==> src/rtl/seg_pkg.sv <==
// seg_pkg: shared state type, glyph table and digit count for the
// multiplexed 7-segment scan controller.
// Glyphs are active-low, bit order g..a (bit 6 = g, bit 0 = a).
package seg_pkg;

    typedef enum logic {
        ST_BLANK = 1'b0,
        ST_DRIVE = 1'b1
    } seg_state_e;

    localparam int NUM_DIGITS = 4;

    // All segments dark.
    localparam logic [6:0] SEG_OFF = 7'h7F;

    // Index n holds the glyph for nibble n (0-9, then A b C d E F).
    localparam logic [15:0][6:0] GLYPHS = {
        7'h0E, 7'h06, 7'h21, 7'h46, 7'h03, 7'h08, 7'h10, 7'h00,
        7'h78, 7'h02, 7'h12, 7'h19, 7'h30, 7'h24, 7'h79, 7'h40
    };

endpackage

==> src/rtl/seg_decode.sv <==
// seg_decode: nibble to active-low 7-segment glyph.
// Build option SEG_SCAN_HEX_EN: when defined, A-F show hex letters;
// otherwise A-F leave the digit dark.
module seg_decode
    import seg_pkg::*;
(
    input  logic [3:0] nibble_i,
    output logic [6:0] seg_o
);

    // Table lookup, with the non-decimal codes blanked in decimal-only builds.
    always_comb begin
`ifdef SEG_SCAN_HEX_EN
        seg_o = GLYPHS[nibble_i];
`else
        seg_o = (nibble_i <= 4'd9) ? GLYPHS[nibble_i] : SEG_OFF;
`endif
    end

endmodule

==> src/rtl/seg_scan_ctrl.sv <==
// seg_scan_ctrl: 4-digit multiplexed 7-segment scanner with a blanking
// window at the start of every digit slot and frame-aligned data loads.
// Build option SEG_SCAN_HEX_EN selects hex glyphs in seg_decode.
//
//   state    | meaning
//   ---------+---------------------------------------------------
//   ST_BLANK | prescaler < BLANK_CYCLES, all digits off (anti-ghost)
//   ST_DRIVE | current digit enabled with its shadow glyph
module seg_scan_ctrl
    import seg_pkg::*;
#(
    parameter int SCAN_DIV     = 25000,
    parameter int BLANK_CYCLES = 500
) (
    input  logic        clk,
    input  logic        rst,
    input  logic [15:0] value_in,
    input  logic [3:0]  dp_in,
    input  logic        load_req,
    output logic        load_ack,
    output logic [3:0]  io_sel,
    output logic [7:0]  io_seg,
    output logic        frame_done
);

    localparam int              PW          = (SCAN_DIV > 2) ? $clog2(SCAN_DIV) : 1;
    localparam logic [PW-1:0]   PRESC_LAST  = PW'(SCAN_DIV - 1);
    localparam logic [PW-1:0]   BLANK_END   = PW'(BLANK_CYCLES);
    localparam logic [1:0]      LAST_DIGIT  = 2'(NUM_DIGITS - 1);

    if (SCAN_DIV < 2 || BLANK_CYCLES >= SCAN_DIV) begin : g_bad_params
        $error("seg_scan_ctrl: need SCAN_DIV >= 2 and BLANK_CYCLES < SCAN_DIV");
    end

    logic [PW-1:0] presc_q, presc_d;
    logic [1:0]    idx_q, idx_d;
    logic          presc_wrap;
    seg_state_e    state_q, state_d;
    logic [15:0]   shadow_val_q, shadow_val_d;
    logic [3:0]    shadow_dp_q, shadow_dp_d;
    logic          capture;
    logic [3:0]    nibble;
    logic [6:0]    glyph;
    logic [3:0]    sel_q;
    logic [7:0]    seg_q;
    logic          ack_q;
    logic          frame_done_q;

    // Prescaler and digit index advance; index steps on every prescaler wrap.
    always_comb begin
        presc_wrap = (presc_q == PRESC_LAST);
        presc_d    = presc_wrap ? '0 : presc_q + PW'(1);
        idx_d      = presc_wrap ? idx_q + 2'd1 : idx_q;
    end

    // frame_done_q marks the frame boundary cycle, so a load requested there
    // lands exactly as digit 0 of the new frame is computed. Decoding from the
    // next-state shadow keeps the whole new frame on the new data even when
    // the blanking window is zero.
    always_comb begin
        capture      = frame_done_q & load_req;
        shadow_val_d = capture ? value_in : shadow_val_q;
        shadow_dp_d  = capture ? dp_in : shadow_dp_q;
        nibble       = shadow_val_d[{idx_q, 2'b00} +: 4];
    end

    // Blank/drive decision from the current prescaler position.
    always_comb begin
        state_d = state_q;
        case (state_q)
            ST_BLANK: if (presc_q >= BLANK_END) state_d = ST_DRIVE;
            ST_DRIVE: if (presc_q <  BLANK_END) state_d = ST_BLANK;
            default:  state_d = ST_BLANK;
        endcase
    end

    seg_decode u_decode (
        .nibble_i (nibble),
        .seg_o    (glyph)
    );

    // Scan counters.
    always_ff @(posedge clk or posedge rst) begin
        if (rst) begin
            presc_q <= '0;
            idx_q   <= '0;
        end else begin
            presc_q <= presc_d;
            idx_q   <= idx_d;
        end
    end

    // FSM, shadow registers and registered pin outputs.
    always_ff @(posedge clk or posedge rst) begin
        if (rst) begin
            state_q      <= ST_BLANK;
            shadow_val_q <= '0;
            shadow_dp_q  <= '0;
            sel_q        <= 4'b0000;
            seg_q        <= 8'hFF;
            ack_q        <= 1'b0;
            frame_done_q <= 1'b0;
        end else begin
            state_q      <= state_d;
            shadow_val_q <= shadow_val_d;
            shadow_dp_q  <= shadow_dp_d;
            ack_q        <= capture;
            frame_done_q <= presc_wrap && (idx_q == LAST_DIGIT);
            if (state_d == ST_DRIVE) begin
                sel_q <= 4'b0001 << idx_q;
                seg_q <= {~shadow_dp_d[idx_q], glyph};
            end else begin
                sel_q <= 4'b0000;
                seg_q <= 8'hFF;
            end
        end
    end

    assign io_sel     = sel_q;
    assign io_seg     = seg_q;
    assign load_ack   = ack_q;
    assign frame_done = frame_done_q;

endmodule

==> config.mk <==
export PLATFORM = sky130hd
export DESIGN_NAME = seg_scan_ctrl
export DESIGN_NICKNAME = d
export VERILOG_FILES = /design/src/rtl/seg_pkg.sv /design/src/rtl/seg_decode.sv /design/src/rtl/seg_scan_ctrl.sv
export SDC_FILE = /design/constraint.sdc
export NUM_CORES = 1
export LEC_CHECK = 0
export CORE_MARGIN = 3
export CORE_UTILIZATION = 54
export CTS_CLUSTER_SIZE = 40
export DETAILED_ROUTE_END_ITERATION = 7
export GPL_ROUTABILITY_DRIVEN = 0
export PLACE_DENSITY_LB_ADDON = 0.3
export RECOVER_POWER = 50
export SYNTH_ARGS = -nofsm -noshare
export SYNTH_HDL_FRONTEND = slang
export SYNTH_SLANG_ARGS = --single-unit
==> constraint.sdc <==
create_clock -name clk -period 3 [get_ports clk]
set_input_delay 0.9 -clock clk [delete_from_list [all_inputs] [get_ports clk]]
set_output_delay 0.9 -clock clk [all_outputs]
set_load 0.03 [all_outputs]
==> metrics.md <==
| Metric | Value |
|---|---|
| P per Cell Area | between 300 and 400 nW/um^2 |
| Clock transition at path regs | approximately 0.09 ns |
| Met1 Wirelength | around 2.2 mm |
| Initial Utilization | 0.576 |
| Area grow syn2layout | 22.9% |
| Synth top area share | 0.414 |
| Post-CTS Hold Buffers | 0 |
| CTS Buf Count | 5 |
| Syn_nets | 237 |
| H-Tree Depth | 2 |
| Hold/Removal Path Class | flip-flop to flip-flop |
| Primary FF master, synth | dfrtp_1 |
| Clock latency on the worst-skew pair | ~0.31 ns |
| Max Cap Violations | 1 |
| Most frequent cells in the layout | 43 x dfrtp_1, 35 x clkdlybuf4s50_1, 22 x mux2_2 |
| Global Route Usage Sum | 0.177 |
| DR WL met3 | about 150 um |
| Drt wl/cell | between 10 and 15 um |
| Share of cells above drive strength 1 | 0.277 |
| Crit. path cell count | 9 |
| Vias in the first global route | around 1,600 |
| DRT Pass-1 Iters | 4 |
| Cell Rows | 24 |
| Buffers added on ports | 36 |
| Total power | roughly 1.2 mW |
| Critical path launch point type | input pin |
| Clock sink count | between 50 and 60 |
| Final hold violations | 0 |
| Antenna Diode Count | 0 |
| Async S/R FF share, synth | 1.00 |
| Initial drt markers | roughly 120 |
| Width of the die | about 75 um |
| Yosys reg bits | about 50 |
| Register area share after synthesis | 0.495 |
| DP HPWL | roughly 3.3 mm |
| Initial antenna violation count | 0 |
| Critical path class | input pin to flip-flop |
| # DRC | 0 |
| Critical-path cell list | clkdlybuf4s50_1, nand2_4, buf_6, mux4_2, mux2i_2, inv_1, ha_1, or3_2, o211ai_2 |
| Setup clock skew after layout | approximately 0.015 ns |
| Failing checks | capacitance limit, slew limit |
| Worst Path Required | 3.23 ns |
| Top delay family on crit path | buffers and inverters |
| Worst path arrival time | around 3.1 ns |
| Post-Route WL | approximately 4.5 mm |
| CP max stage cell | mux4_2 |
| CP bufs+invs | 3 |
| Wire length on met2 | ~2.1 mm |
| Endpoints failing setup | 0 |
| Slew @ Worst Pin | approximately 1.6 ns |
| Largest cells by area after synthesis | dfrtp_1 41%, mux2_2 9.5%, dfstp_2 8.1% |
| Grt ovf | 0 |
| Minimum clock period | just under 3 ns |
| R2R depth | 5 |
| Min-Delay Path Depth | 1 |
| Via density | around 5.4 |
| Synth unique cells | 38 |
| Antenna-violating nets left | 0 |
| Core footprint | between 4000 and 5000 um^2 |
| Final net count | between 200 and 300 |
| CP Capture Type | flip-flop |
| Leak Pwr | approximately 1.5 nW |
| Highest metal used | met4 |
| Final Core Density | 0.708 |
| First-pass GRT wire length | between 7 and 8 mm |
| Max incr delay on CP | 0.50 ns |
| TritonCTS clock tree | yes |
| Clk buf depth | 2 |
| Die Height | 75.3 um |
| Rel. slew slack | -0.0557 |
| CP max FO | 5 |
| Number of synthesized flops with an enable pin | 0 |
| Worst vdd ir | 0.279 mV |
| Post-Syn Instances | roughly 200 |
| Pins over their slew limit | 9 |
| Synthesized area per cell | 12.9 um^2 |
| Mapped cell area | between 2000 and 3000 um^2 |
| Die ar. | approximately 5700 um^2 |
| Commonest non-fill, non-tap cell in the layout | dfrtp_1 |
| Largest net degree at the start of global routing | 52 |
| Final Non-Filler Cells | slightly above 300 |
| Period utilization | 0.968 |
| FMAX | around 340 MHz |
| Via count | ~1,700 |
| Yosys warnings | 0 |
| Dpl cells | 297 |
| RSZ-0062 raised after global routing | true |
| IO Pins | 37 |
| Area leader, netlist | dfrtp_1 |
| Root Driver | clkbuf_8 |
| Status | finished, violations left |
-- kinds of logic after synthesis --
kind of cell	Yosys count	synth area share
AO/OA/AOI/OAI	9	0.0361
XOR/XNOR	14	0.0472
adder cells (fa/ha/maj)	12	0.0578
buffers and inverters	20	0.0390
multiplexers	41	0.214
AND/OR/NAND/NOR	55	0.110
flip-flops	51	0.495
-- layer usage --
layer / track usage / up-vias
met5: 0 / -
met4: 0.0680 / 0
met3: 0.0449 / 8
met2: 0.267 / 30
met1: 0.248 / 804
li1: - / 814
-- where the power goes --
group	internal, mW	switching [mW]	total, mW
combinational	0.0289	0.0205	0.0495
clock	0.188	0.227	0.416
sequential	0.687	0	0.687
total	0.905	0.248	1.15
-- what timing repair did --
item | 4_1_cts | 5_1_grt
setup buffers | 0 | 3
gates resized for setup | 0 | 4
endpoints found under the setup margin | 0 | 7
-- cells in the mapped netlist, drive strengths merged (2+ instances only) --
cell and count:
mux4 8, clkbuf 2, and3 2, xor2 5, nor2 14, or3 2, nand4 2, o21ai 3
o211ai 3, nand2 7, nand3 12, mux2i 11, dfrtp 43, nor4 4, mux2 22, inv 13
xnor2 9, nor3 2, and2 6, ha 12, buf 4, dfstp 8
-- cell type report --
| cell class | count | area (um^2) |
|---|---|---|
| Clock buffer | 6 | 82.6 |
| Clock inverter | 2 | 16.3 |
| Fill cell | 324 | 1310 |
| Inverter | 14 | 52.6 |
| Multi-Input combinational cell | 131 | 1210 |
| Sequential cell | 51 | 1290 |
| Tap cell | 52 | 65.1 |
| Timing Repair Buffer | 52 | 482 |
-- sequential cells by signal (all words and copies together), names as in the netlist --
signal	count
idx_q	2
shadow_val_q	16
load_ack	1
io_seg	8
shadow_dp_q	4
io_sel	4
presc_q	15
frame_done	1
-- per-stage QoR --
stage | area, um^2 | setup TNS, ns | hold WS [ns] | setup WS [ns]
finish | 3190 | 0 | 0.502 | 0.0948
global route | 3190 | -0.0349 | 0.518 | -0.0258
CTS | 3170 | 0 | 0.506 | 0.0148
detailed placement | 3070 | -1.66 | 0.484 | -0.275
global placement | 3070 | -1.21 | 0.478 | -0.185
floorplan | 2600 | 0 | 0.467 | 0.0828
-- final timing paths --
path | start | to | slack [ns]
min in group asynchronous | rst | presc_q[9] | 1.43
setup / recovery | load_req | io_seg[4] | 0.09
hold / removal | shadow_val_q[14] | shadow_val_q[14] | 0.50
max in group asynchronous | rst | shadow_val_q[1] | 0.83
hold reg to reg | shadow_val_q[14] | shadow_val_q[14] | 0.50
setup reg to reg | presc_q[5] | io_seg[5] | 0.46
(Power assumes the default switching activity.)
